File: config.mk
export PLATFORM = sky130hd
export DESIGN_NAME = ram_copy_engine
export DESIGN_NICKNAME = d
export VERILOG_FILES = /design/src/rtl/ram_pkg.sv /design/src/rtl/ram_copy_engine.sv
export SDC_FILE = /design/constraint.sdc
export NUM_CORES = 1
export LEC_CHECK = 0
export ABC_CLOCK_PERIOD_IN_PS = 4700
export BUFFER_PORTS_ARGS = -buffer_cell sky130_fd_sc_hd__buf_2
export CORE_MARGIN = 1
export CORE_UTILIZATION = 45
export CTS_BUF_LIST = sky130_fd_sc_hd__clkbuf_4 sky130_fd_sc_hd__clkbuf_8 sky130_fd_sc_hd__clkbuf_16
export DETAILED_ROUTE_END_ITERATION = 10
export PLACE_DENSITY_LB_ADDON = 0.3
export SYNTH_ARGS = -nofsm -noshare
export SYNTH_HDL_FRONTEND = slang
export SYNTH_SLANG_ARGS = --single-unit
File: constraint.sdc
create_clock -name clk -period 4.7 [get_ports clk]
set_clock_uncertainty 0.2 [all_clocks]
set_input_delay 0.235 -clock clk [delete_from_list [all_inputs] [get_ports clk]]
set_output_delay 0.235 -clock clk [all_outputs]
set_load 0.1 [all_outputs]
File: src/rtl/ram_pkg.sv
// Shared definitions for the RAM copy/fill engine: default geometry, FSM states and command ops.
package ram_pkg;

  localparam int unsigned DefRamSize = 3072;
  localparam int unsigned DefAddrW   = 12;
  localparam int unsigned DefDataW   = 16;

  typedef enum logic [1:0] {IDLE, READ, WRITE, FINISH} copy_state_t;

  typedef enum logic {OP_COPY, OP_FILL} ram_op_t;

endpackage

File: src/rtl/ram_copy_engine.sv
// Copy/fill initiator for a single-port synchronous RAM with 1-cycle registered read.
// Sequences one RAM access per cycle and keeps a running sum of the words written.
module ram_copy_engine
  import ram_pkg::*;
#(
  parameter int unsigned RAM_SIZE = DefRamSize,
  parameter int unsigned ADDR_W   = DefAddrW,
  parameter int unsigned DATA_W   = DefDataW
) (
  input  logic              clk,
  input  logic              rst_n,
  input  logic              cmd_valid,
  output logic              cmd_ready,
  input  logic              cmd_op,
  input  logic [ADDR_W-1:0] cmd_src,
  input  logic [ADDR_W-1:0] cmd_dst,
  input  logic [ADDR_W:0]   cmd_len,
  input  logic [DATA_W-1:0] cmd_pattern,
  input  logic              abort,
  output logic              busy,
  output logic              done,
  output logic              err,
  output logic [DATA_W-1:0] sum,
  output logic              ram_rden,
  output logic              ram_wren,
  output logic [ADDR_W-1:0] ram_addr,
  output logic [DATA_W-1:0] ram_wdata,
  input  logic [DATA_W-1:0] ram_rdata
);

  localparam logic [ADDR_W+1:0] SizeExt = RAM_SIZE[ADDR_W+1:0];
  localparam logic [ADDR_W:0]   IdxOne  = {{ADDR_W{1'b0}}, 1'b1};

  copy_state_t       state_q, state_d;
  ram_op_t           op_q, op_d;
  logic [ADDR_W-1:0] src_q, src_d, dst_q, dst_d;
  logic [ADDR_W:0]   len_q, len_d, idx_q, idx_d;
  logic [DATA_W-1:0] pat_q, pat_d, sum_q, sum_d;
  logic              err_q, err_d;
  logic [ADDR_W+1:0] src_end, dst_end;
  logic              last;

  // Bounds are checked one bit wider than the sum can reach so no wrap hides an overrun.
  assign src_end = {2'b00, cmd_src} + {1'b0, cmd_len};
  assign dst_end = {2'b00, cmd_dst} + {1'b0, cmd_len};
  assign last    = (idx_q == (len_q - IdxOne));

  always_comb begin
    state_d   = state_q;
    op_d      = op_q;
    src_d     = src_q;
    dst_d     = dst_q;
    len_d     = len_q;
    idx_d     = idx_q;
    pat_d     = pat_q;
    sum_d     = sum_q;
    err_d     = 1'b0;
    ram_addr  = '0;
    ram_wdata = '0;

    case (state_q)
      IDLE: begin
        if (cmd_valid) begin
          if (cmd_len == '0) begin
            sum_d   = '0;
            state_d = FINISH;
          end else if ((dst_end > SizeExt) ||
                       ((cmd_op == OP_COPY) && (src_end > SizeExt))) begin
            err_d = 1'b1;
          end else begin
            op_d    = ram_op_t'(cmd_op);
            src_d   = cmd_src;
            dst_d   = cmd_dst;
            len_d   = cmd_len;
            pat_d   = cmd_pattern;
            idx_d   = '0;
            sum_d   = '0;
            state_d = (cmd_op == OP_COPY) ? READ : WRITE;
          end
        end
      end
      READ: begin
        ram_addr = src_q + idx_q[ADDR_W-1:0];
        if (abort) begin
          err_d   = 1'b1;
          state_d = IDLE;
        end else begin
          state_d = WRITE;
        end
      end
      WRITE: begin
        ram_addr  = dst_q + idx_q[ADDR_W-1:0];
        ram_wdata = (op_q == OP_COPY) ? ram_rdata : pat_q;
        sum_d     = sum_q + ram_wdata;
        idx_d     = idx_q + IdxOne;
        if (abort) begin
          err_d   = 1'b1;
          state_d = IDLE;
        end else if (last) begin
          state_d = FINISH;
        end else begin
          state_d = (op_q == OP_COPY) ? READ : WRITE;
        end
      end
      FINISH: state_d = IDLE;
      default: state_d = IDLE;
    endcase
  end

  always_ff @(posedge clk or negedge rst_n) begin
    if (!rst_n) begin
      state_q <= IDLE;
      op_q    <= OP_COPY;
      src_q   <= '0;
      dst_q   <= '0;
      len_q   <= '0;
      idx_q   <= '0;
      pat_q   <= '0;
      sum_q   <= '0;
      err_q   <= 1'b0;
    end else begin
      state_q <= state_d;
      op_q    <= op_d;
      src_q   <= src_d;
      dst_q   <= dst_d;
      len_q   <= len_d;
      idx_q   <= idx_d;
      pat_q   <= pat_d;
      sum_q   <= sum_d;
      err_q   <= err_d;
    end
  end

  assign cmd_ready = (state_q == IDLE);
  assign busy      = (state_q != IDLE);
  assign done      = (state_q == FINISH);
  assign err       = err_q;
  assign sum       = sum_q;
  assign ram_rden  = (state_q == READ);
  assign ram_wren  = (state_q == WRITE);

endmodule

; ---- Yosys cells after proc, flatten, opt, wreduce, memory -nomap -nowiden
; Index checks and enable logic that the tools add are counted.
[op_classes]
order_cmp = 2
mux = 25
n_div = 0
n_shift = 0
add_sub_neg = 7
n_reduce_logical = 11
eq_ne = 8
multipliers = 0
bitwise_logic = 3
[op_table]
columns = op, count
row1 = 2-to-1 mux 16 bit, 5
row2 = 2-to-1 mux 13 bit, 3
row3 = one-hot mux 16 bit (2 select lines), 1
row4 = adder 12 x 13 -> 14 bit, 2
row5 = greater-than comparator 14 x 12 -> 1 bit (second input constant), 2
row6 = one-hot mux 13 bit (2 select lines), 1
row7 = adder 12 bit, 2
row8 = one-hot mux 12 bit (2 select lines), 1
row9 = adder 16 bit, 1
row10 = 2-to-1 mux 2 bit, 8
row11 = adder 13 x 1 -> 13 bit (second input constant), 1
row12 = equality test 13 bit, 1
row13 = zero test 13 bit, 1
row14 = subtractor 13 x 1 -> 13 bit (second input constant), 1
row15 = one-hot mux 2 bit (4 select lines), 1
row16 = AND reduction 4 bit, 2
row17 = inequality test 2 bit (second input constant), 3
row18 = equality test 2 bit (second input constant), 2
row19 = 2-to-1 mux 1 bit, 4
row20 = nonzero test 2 bit, 2
row21 = inequality test 3 bit (second input constant), 1
row22 = inverter 1 bit, 3
row23 = AND reduction 3 bit, 1
row24 = equality test 2 x 1 -> 1 bit (second input constant), 1
row25 = 6 further kinds, 6
[word_totals]
mem_count = 0
elab_cells = 65
register_bits = 86
latchBits = 0
ramBits = 0
rom_bits = 0

; ---- Logic depth before layout (Yosys ltp)
; Gate-level depths: netlist of run 1.
[depth]
depth_word = 8
mapped_depth = 17
ltp_nobuf = 15

; ---- Worst setup path before layout of run 1
; OpenSTA, ideal clock, no wires.
[synth_path]
path_type = reg2out
startpoint = register state_q[0]
endpoint = output port ram_addr[11]
slack_ns = -1.955
t_arrival_ns = 6.220
stages_incl_launch_ff = 16
required_time_ns = 4.265
cell_sequence = dfrtp_1 -> inv_1 -> ha_1 -> clkbuf_1 -> clkbuf_1 -> mux2_2 -> ha_1 -> a21o_1 -> a21oi_1 -> o21ai_0 -> a21oi_1 -> o21ai_0 -> a211o_1 -> a2111oi_0 -> nor3_1 -> nor3b_1
[synth_via]
elab_chain_len = 2
[synth_lines]
columns = item, line
row1 = "start, declared", ram_copy_engine.sv:34  ; copy_state_t state_q, state_d;
row2 = "start signal, assigned", ram_copy_engine.sv:122  ; state_q <= state_d;
row3 = equality test 2 bit, n/a
row4 = named net ram_wren, ram_copy_engine.sv:25  ; output logic ram_wren,
row5 = one-hot mux 12 bit (2 select lines), ram_copy_engine.sv:61  ; case (state_q)
row6 = "end, declared", ram_copy_engine.sv:26  ; output logic [ADDR_W-1:0] ram_addr,
; The timed path passes the listed nets, and every way through them passes these cells.

; ---- Final worst setup path of run 1
[layout_path]
startpoint = input port cmd_len[0]
endpoint = register len_q[0]
[layout_via]
elab_chain_len = 6
[layout_lines]
columns = item, line
row1 = "start, declared", ram_copy_engine.sv:17  ; input logic [ADDR_W:0] cmd_len,
row2 = adder 12 x 13 -> 14 bit, ram_copy_engine.sv:44  ; assign src_end = {2'b00, cmd_src} + {1'b0, cmd_len};
row3 = greater-than comparator 14 x 12 -> 1 bit, ram_copy_engine.sv:68  ; ((cmd_op == OP_COPY) && (src_end > SizeExt))) begin
row4 = logical AND 1 bit, ram_copy_engine.sv:68
row5 = logical OR 1 bit, ram_copy_engine.sv:67  ; end else if ((dst_end > SizeExt) ||
row6 = inverter 1 bit (no source line), n/a
row7 = AND reduction 4 bit (no source line), n/a
row8 = "end signal, assigned", ram_copy_engine.sv:126  ; len_q <= len_d;
row9 = "end, declared", ram_copy_engine.sv:37  ; logic [ADDR_W:0] len_q, len_d, idx_q, idx_d;
; Several ways; a longest one is shown, not always the timed one.
; A chain may end at the register's enable or synchronous reset.

==> out/results.ini, run 1 <==
[clocking]
insertion_delay_ns=0.35
clockBufferDepth=2
clkTransAtPathRegs_ns=0.06
root_buffer=clkbuf_16
cts_sinks=86
cts_inserted_buffers=9
cts_tree=done
cts-htree-levels=3

[sta]
max_slew.worst_pin.slew_ns=0.8134
finalHoldViolations=0
max_slew_margin=0.4527
period_share=0.9422
setup-violations-final=0
slew_violations=0
fmaxAchievable_mhz=225.8
setup_tns_ns=0
min_period_ns=4.428
rsz0062_at_grt=no

[layout]
final_nets=1011
areaGrowthSynthToFinish_pct=22.71
fill_cells=1364
layout_commonest_cell=buf_2
fin_cells=1093
fin_util=0.5690
multi_input_area_sq_mm=0.004710
most-common-layout-cells=buf_2, dfrtp_1, ha_1, mux2_4, dlygate4sd3_1
num_antenna_cells=0
finalInstanceArea_sq_mm=0.008713
drive_gt1_frac=0.2891
regArea_sq_mm=0.002152

[worst_setup_path]
endpoint_kind=flop
crit_arrival_ns=4.46
crit_type=in -> reg
start_kind=input port
required_ns=4.73
crit_path_start=cmd_len[0]
critPathCapture=len_q[0]$_DFFE_PN0P_
r2r_cells=12
crit_fanout=33
r2r_setup_slack_ns=0.93
reg2reg_from=op_q$_DFFE_PN0P_
timing.rr.end=sum[14]$_DFFE_PN0P_

[pwr]
irDropWorstVdd_mv=1.052
combPwrFrac=0.680
switching_share=0.5413
p_int_uw=3038
p_leak_uw=0.004187
p_total_uw=6624
power.switching_uw=3586
clockPowerShare=0.103
pwr_density_cell_mw_per_mm2=760.2
p_seq_frac=0.217

[yosys]
synth_ff_type=dfrtp_1
avgSynthCellArea_sq_um=9.917
netlist_instances=716
syn_area_sq_mm=0.007101
synth_enable_flop_cells=0
yosys_warnings=0
ys_types=68
synth_fp_nets=850
ys_seq_area_frac=0.3031
ys_async_sr_fraction=1.000
synth_seq_cells=86

[grt]
grt-ovfl-total=0
grt_pass1_wl_um=30830
track_usage=0.2434
grt_max_degree=47
antenna_found_initial=0
grt_pass1_vias=5873

[floorplan]
rows=45
die_y_um=127.6
core_area_sq_mm=0.01531
die_area_sq_mm=0.01629
ioPinCount=124
die_w_um=127.6
initial_utilization=0.4636

[run_status]
status=finished clean

[drt]
drtIter0Drc=266
antenna_left=0
vias=6127
drcViolationCount=0
first_pass_iters=5
wl_per_cell_um=17.48
routed_via_density=5.606
routed_wl_um=19110

[hold_path]
worstHoldPathType=in -> reg

[place]
hpwl_um=14260
gp_congestion=0.8914
dpl.cell_count=1030
port_buffers=123
post_dp_cell_area_sq_mm=0.007956

[flow_run]
drv_cap=0

cells in the mapped netlist (6+ instances only):
cell / instances / area, sq um
nand4_1: 9 / 56.30
mux2_4: 47 / 705.7
nand3_1: 19 / 95.09
a22o_1: 14 / 122.6
a211oi_1: 6 / 45.04
a21oi_1: 40 / 200.2
xor2_1: 19 / 166.4
o21ai_0: 33 / 165.2
and3_1: 14 / 87.58
nor2_1: 36 / 135.1
o211ai_1: 7 / 52.55
nor3b_1: 7 / 52.55
mux2_2: 30 / 337.8
nor2b_1: 7 / 43.79
ha_1: 56 / 700.7
and2_1: 20 / 125.1
xnor2_1: 30 / 262.8
o21a_1: 8 / 60.06
buf_6: 8 / 90.09
a21o_1: 8 / 60.06
nor4_1: 9 / 56.30
dfrtp_1: 86 / 2152
clkbuf_1: 17 / 63.81
nor3_1: 16 / 80.08
nand2_1: 32 / 120.1
a31oi_1: 10 / 62.56
inv_1: 35 / 131.4
worst max-delay path, cell delays in order:
cell           delay, ns
dlygate4sd3_1       0.52
buf_2               0.16
ha_1                0.17
inv_1               0.05
fa_1                0.40
xnor2_1             0.18
a2111oi_4           0.38
o221ai_2            0.15
a2111o_1            0.41
o31ai_2             0.23
o22ai_1             0.14
or4_4               0.70
buf_4               0.36
mux2_4              0.35
logic make-up (layout without fill, tap and decap cells):
kind of cell / Yosys count / in the layout / share of synthesized area
fa+ha+maj: 60 / 60 / 0.1100
simple gates: 194 / 194 / 0.1459
flops: 86 / 86 / 0.3031
xor+xnor: 49 / 49 / 0.06044
compound gates: 181 / 181 / 0.1838
buf+inv: 64 / 230 / 0.04282
mux: 82 / 82 / 0.1540
per-layer routing:
layer,global-route usage,wire (um),vias to the layer above
li1,-,-,2995
met1,0.3415,9043,2906
met2,0.3819,8508,190
met3,0.04229,1116,36
met4,0.07543,437,0
met5,0,0,-
worst min-delay path by stage:
stage	endpoint	slack, ns	start	cells past startpoint
after floorplan	dst_q[0]$_DFFE_PN0P_	-0.26	rst_n	0
after global placement	pat_q[5]$_DFFE_PN0P_	0.06	rst_n	1
after detailed placement	pat_q[5]$_DFFE_PN0P_	0.07	rst_n	1
after CTS	len_q[3]$_DFFE_PN0P_	0.01	cmd_len[3]	2
after global routing	len_q[4]$_DFFE_PN0P_	0.01	cmd_len[4]	2
final	len_q[4]$_DFFE_PN0P_	0.02	cmd_len[4]	2
power by group through the flow:
stage	registers, uW	logic, uW	clock network, uW
floorplan	1660	3380	0
global placement	1430	4380	0
detailed placement	1440	4420	0
CTS	1430	4470	696
global route	1490	4830	734
finish	1440	4510	683
flip-flops by register name (all words and copies together), names as in the netlist:
name     count
sum         16
src_q       12
err          1
dst_q       12
idx_q       13
len_q       13
op_q         1
pat_q       16
state_q      2
area by class of cell:
class,instances,share of cell area
Clock inverter,6,0.005169
Multi-Input combinational cell,566,0.5405
Sequential cell,86,0.2470
Timing Repair Buffer,178,0.1341
Clock buffer,10,0.02743
Tap cell,211,0.03030
Inverter,36,0.01551
repair_timing:
action,4_1_cts,5_1_grt
hold buffers,43,0
pin swaps,0,1
gates resized for setup,1,5
endpoints found under the setup margin,1,3
endpoints found under the hold margin,83,0
setup buffers,0,4
through the flow:
step	hold slack [ns]	setup WS [ns]
global route	0.01452	0.001396
CTS	0.009898	0.07850
global placement	0.06194	0.4909
floorplan	-0.2606	-0.1678
detailed placement	0.06590	0.3732
finish	0.01975	0.2717
No activity file was read; power rests on OpenSTA's default activity.
==> inputs of run 2 (changes only) <==
- ABC_CLOCK_PERIOD_IN_PS: 4700 -> 5300
- PLACE_DENSITY_LB_ADDON: 0.3 -> 0.2
- TNS_END_PERCENT: unset -> 100
- clock period: 4.7 -> 5.3 ns (I/O delays scaled with it)
==> run 2 against run 1 <==
  * Count of clock-buffer cells in the layout unchanged
  * Power down 11%
  * Sequential power down 12%
  * Sequential share of layout area up 0.28 points
  * Cell count down 0.91%
  * Non-clock buffer count down 10
  * Largest cell class unchanged
==> out/results.ini, run 2 (same netlist as run 1, synthesis figures left out) <==
[sta]
setup_tns_ns=0  ; unchanged
period_share=0.9157
hold_slack_ns=0.01991  ; was 0.01975 ns
max_slew.worst_pin.slew_ns=0.8407  ; was 0.8134 ns
fin_ws_ns=0.4470  ; was 0.2717 ns
fmaxAchievable_mhz=206.1
finalHoldViolations=0  ; unchanged
max_slew_margin=0.4344  ; was 0.4527
setup-violations-final=0  ; unchanged
min_period_ns=4.853
slew_violations=0  ; unchanged
rsz0062_at_grt=no  ; unchanged

[layout]
final_nets=1001  ; was 1011
most-common-layout-cells=buf_2, dfrtp_1, ha_1, mux2_4, a21oi_1  ; was buf_2, dfrtp_1, ha_1, mux2_4, dlygate4sd3_1
areaGrowthSynthToFinish_pct=21.34  ; was 22.71%
num_antenna_cells=0  ; unchanged
fin_util=0.5626  ; was 0.5690
layout_commonest_cell=buf_2  ; unchanged
drive_gt1_frac=0.2821  ; was 0.2891

[worst_setup_path]
crit_arrival_ns=4.39  ; was 4.46 ns
path_buf_inv=2  ; was 4
path_delay_family=compound AO/OA/AOI/OAI gates  ; unchanged
crit_fanout=10  ; was 33
endpoint_kind=output port  ; was flop
start_kind=flop  ; was input port
required_ns=4.84  ; was 4.73 ns
worstPathCellList=inv_1 > ha_1 > mux2_2 > ha_1 > a21o_1 > a21oi_1 > o21ai_0 > a21oi_1 > o21ai_0 > a211o_1 > a2111oi_0 > nor3_1 > nor3b_2 > buf_12  ; was dlygate4sd3_1 > buf_2 > ha_1 > inv_1 > fa_1 > xnor2_1 > a2111oi_4 > o221ai_2 > a2111o_1 > o31ai_2 > o22ai_1 > or4_4 > buf_4 > mux2_4
crit_type=reg -> out  ; was in -> reg
cp_slowest_stage_delay_ns=0.49  ; was 0.70 ns
crit_slowest_cell=a2111oi_0  ; was or4_4

[floorplan]
ioPinCount=124  ; unchanged
rows=45  ; unchanged
initial_utilization=0.4636  ; unchanged
die_y_um=127.6  ; unchanged
core_area_sq_mm=0.01531  ; unchanged
die_w_um=127.6  ; unchanged
die_area_sq_mm=0.01629  ; unchanged

[drt]
routed_wl_um=19290  ; was 19110 um
drtIter0Drc=394  ; was 266
wl_per_cell_um=17.81  ; was 17.48 um
routed_via_density=5.765  ; was 5.606
first_pass_iters=6  ; was 5
vias=6243  ; was 6127
antenna_left=0  ; unchanged
drcViolationCount=0  ; unchanged

[clocking]
cts_inserted_buffers=9  ; unchanged
cts_sinks=86  ; unchanged
root_buffer=clkbuf_16  ; unchanged
clkTransAtPathRegs_ns=0.06  ; about the same
insertion_delay_ns=0.35  ; about the same
cts_resized=0  ; was 1
cts_tree=done  ; unchanged
cts-htree-levels=3  ; unchanged
clockBufferDepth=2  ; unchanged

[pwr]
pwr_density_cell_mw_per_mm2=683.6  ; was 760.2 mW/mm^2
p_leak_uw=0.004158  ; was 0.004187 uW
irDropWorstVdd_mv=0.8800  ; was 1.052 mV
p_total_uw=5890  ; was 6624 uW

[grt]
antenna_found_initial=0  ; unchanged
grt-ovfl-total=0  ; unchanged
grt_pass1_wl_um=30840  ; was 30830 um
grt_max_degree=62  ; was 47
track_usage=0.2435  ; was 0.2434
grt_pass1_vias=6085  ; was 5873

[run_status]
status=finished clean  ; unchanged

[place]
gp_congestion=0.9320  ; was 0.8914
hpwl_um=14530  ; was 14260 um
post-place-ws_ns=0.8206  ; was 0.3732 ns
port_buffers=123  ; unchanged

[hold_path]
worstHoldPathType=in -> reg  ; unchanged

[flow_run]
drv_cap=0  ; unchanged

## run 2: changes by cell type in the layout (fill, tap and decap cells not counted), sizes merged
cell / change
buf: -5
clkinv: +3
inv: -1
dlygate4sd3: -5
clkinvlp: -3
bufinv: +1
## run 2: worst paths after layout
check                           slack, ns  depth (start not counted)              startpoint              endpoint
worst max-delay path                 0.45                         14  state_q[0]$_DFFE_PN0P_          ram_addr[11]
worst min-delay path                 0.02                          2              cmd_dst[3]  dst_q[3]$_DFFE_PN0P_
worst max register to register       1.59                         12        op_q$_DFFE_PN0P_   sum[14]$_DFFE_PN0P_
worst min register to register       0.30                          2    src_q[1]$_DFFE_PN0P_  src_q[1]$_DFFE_PN0P_
max in group asynchronous            3.64                          3                   rst_n  len_q[3]$_DFFE_PN0P_
min in group asynchronous            0.17                          2                   rst_n  pat_q[5]$_DFFE_PN0P_
## run 2: cell type report
class	instances	area (sq um)
Sequential cell	86	2152
Clock buffer	10	232.7
Tap cell	211	264.0
Clock inverter	6	62.56
Multi-Input combinational cell	566	4676
Fill cell	1347	6699
Inverter	36	135.1
Timing Repair Buffer	168	1094
## run 2: where the power goes
part           internal [uW]  switching [uW]  leakage [uW]
Combinational           1390            2590       0.00294
Clock                    370             265      0.000150
Sequential               953             315       0.00107
## run 2: worst register-to-register path, stage by stage (launching register included)
cell and delay [ns]:
dfrtp_1 0.39, buf_4 0.31, mux2_2 0.42, fa_1 0.46
a211o_1 0.27, a21oi_1 0.17, o21ai_0 0.17, a211oi_1 0.34
o21ai_0 0.18, a31o_2 0.26, a21oi_1 0.17, xnor2_1 0.08
a22o_1 0.17
## run 2: what timing repair did
action / CTS / global route
endpoints found under the hold margin: 62 / 0
hold buffers: 38 / 0
buffers inserted: 0 / 0
## run 2: per-layer routing
layer,wire (um),track usage
met1,9146,0.3389
met2,8661,0.3886
met3,1040,0.03099
met4,442,0.08789
met5,0,0
## run 2: stage by stage
step / std cells / instance area [sq um]
detailed placement: 1029 / 7940
floorplan: 716 / 7132
global placement: 1029 / 7940
CTS: 1083 / 8616
finish: 1083 / 8616
global route: 1083 / 8616
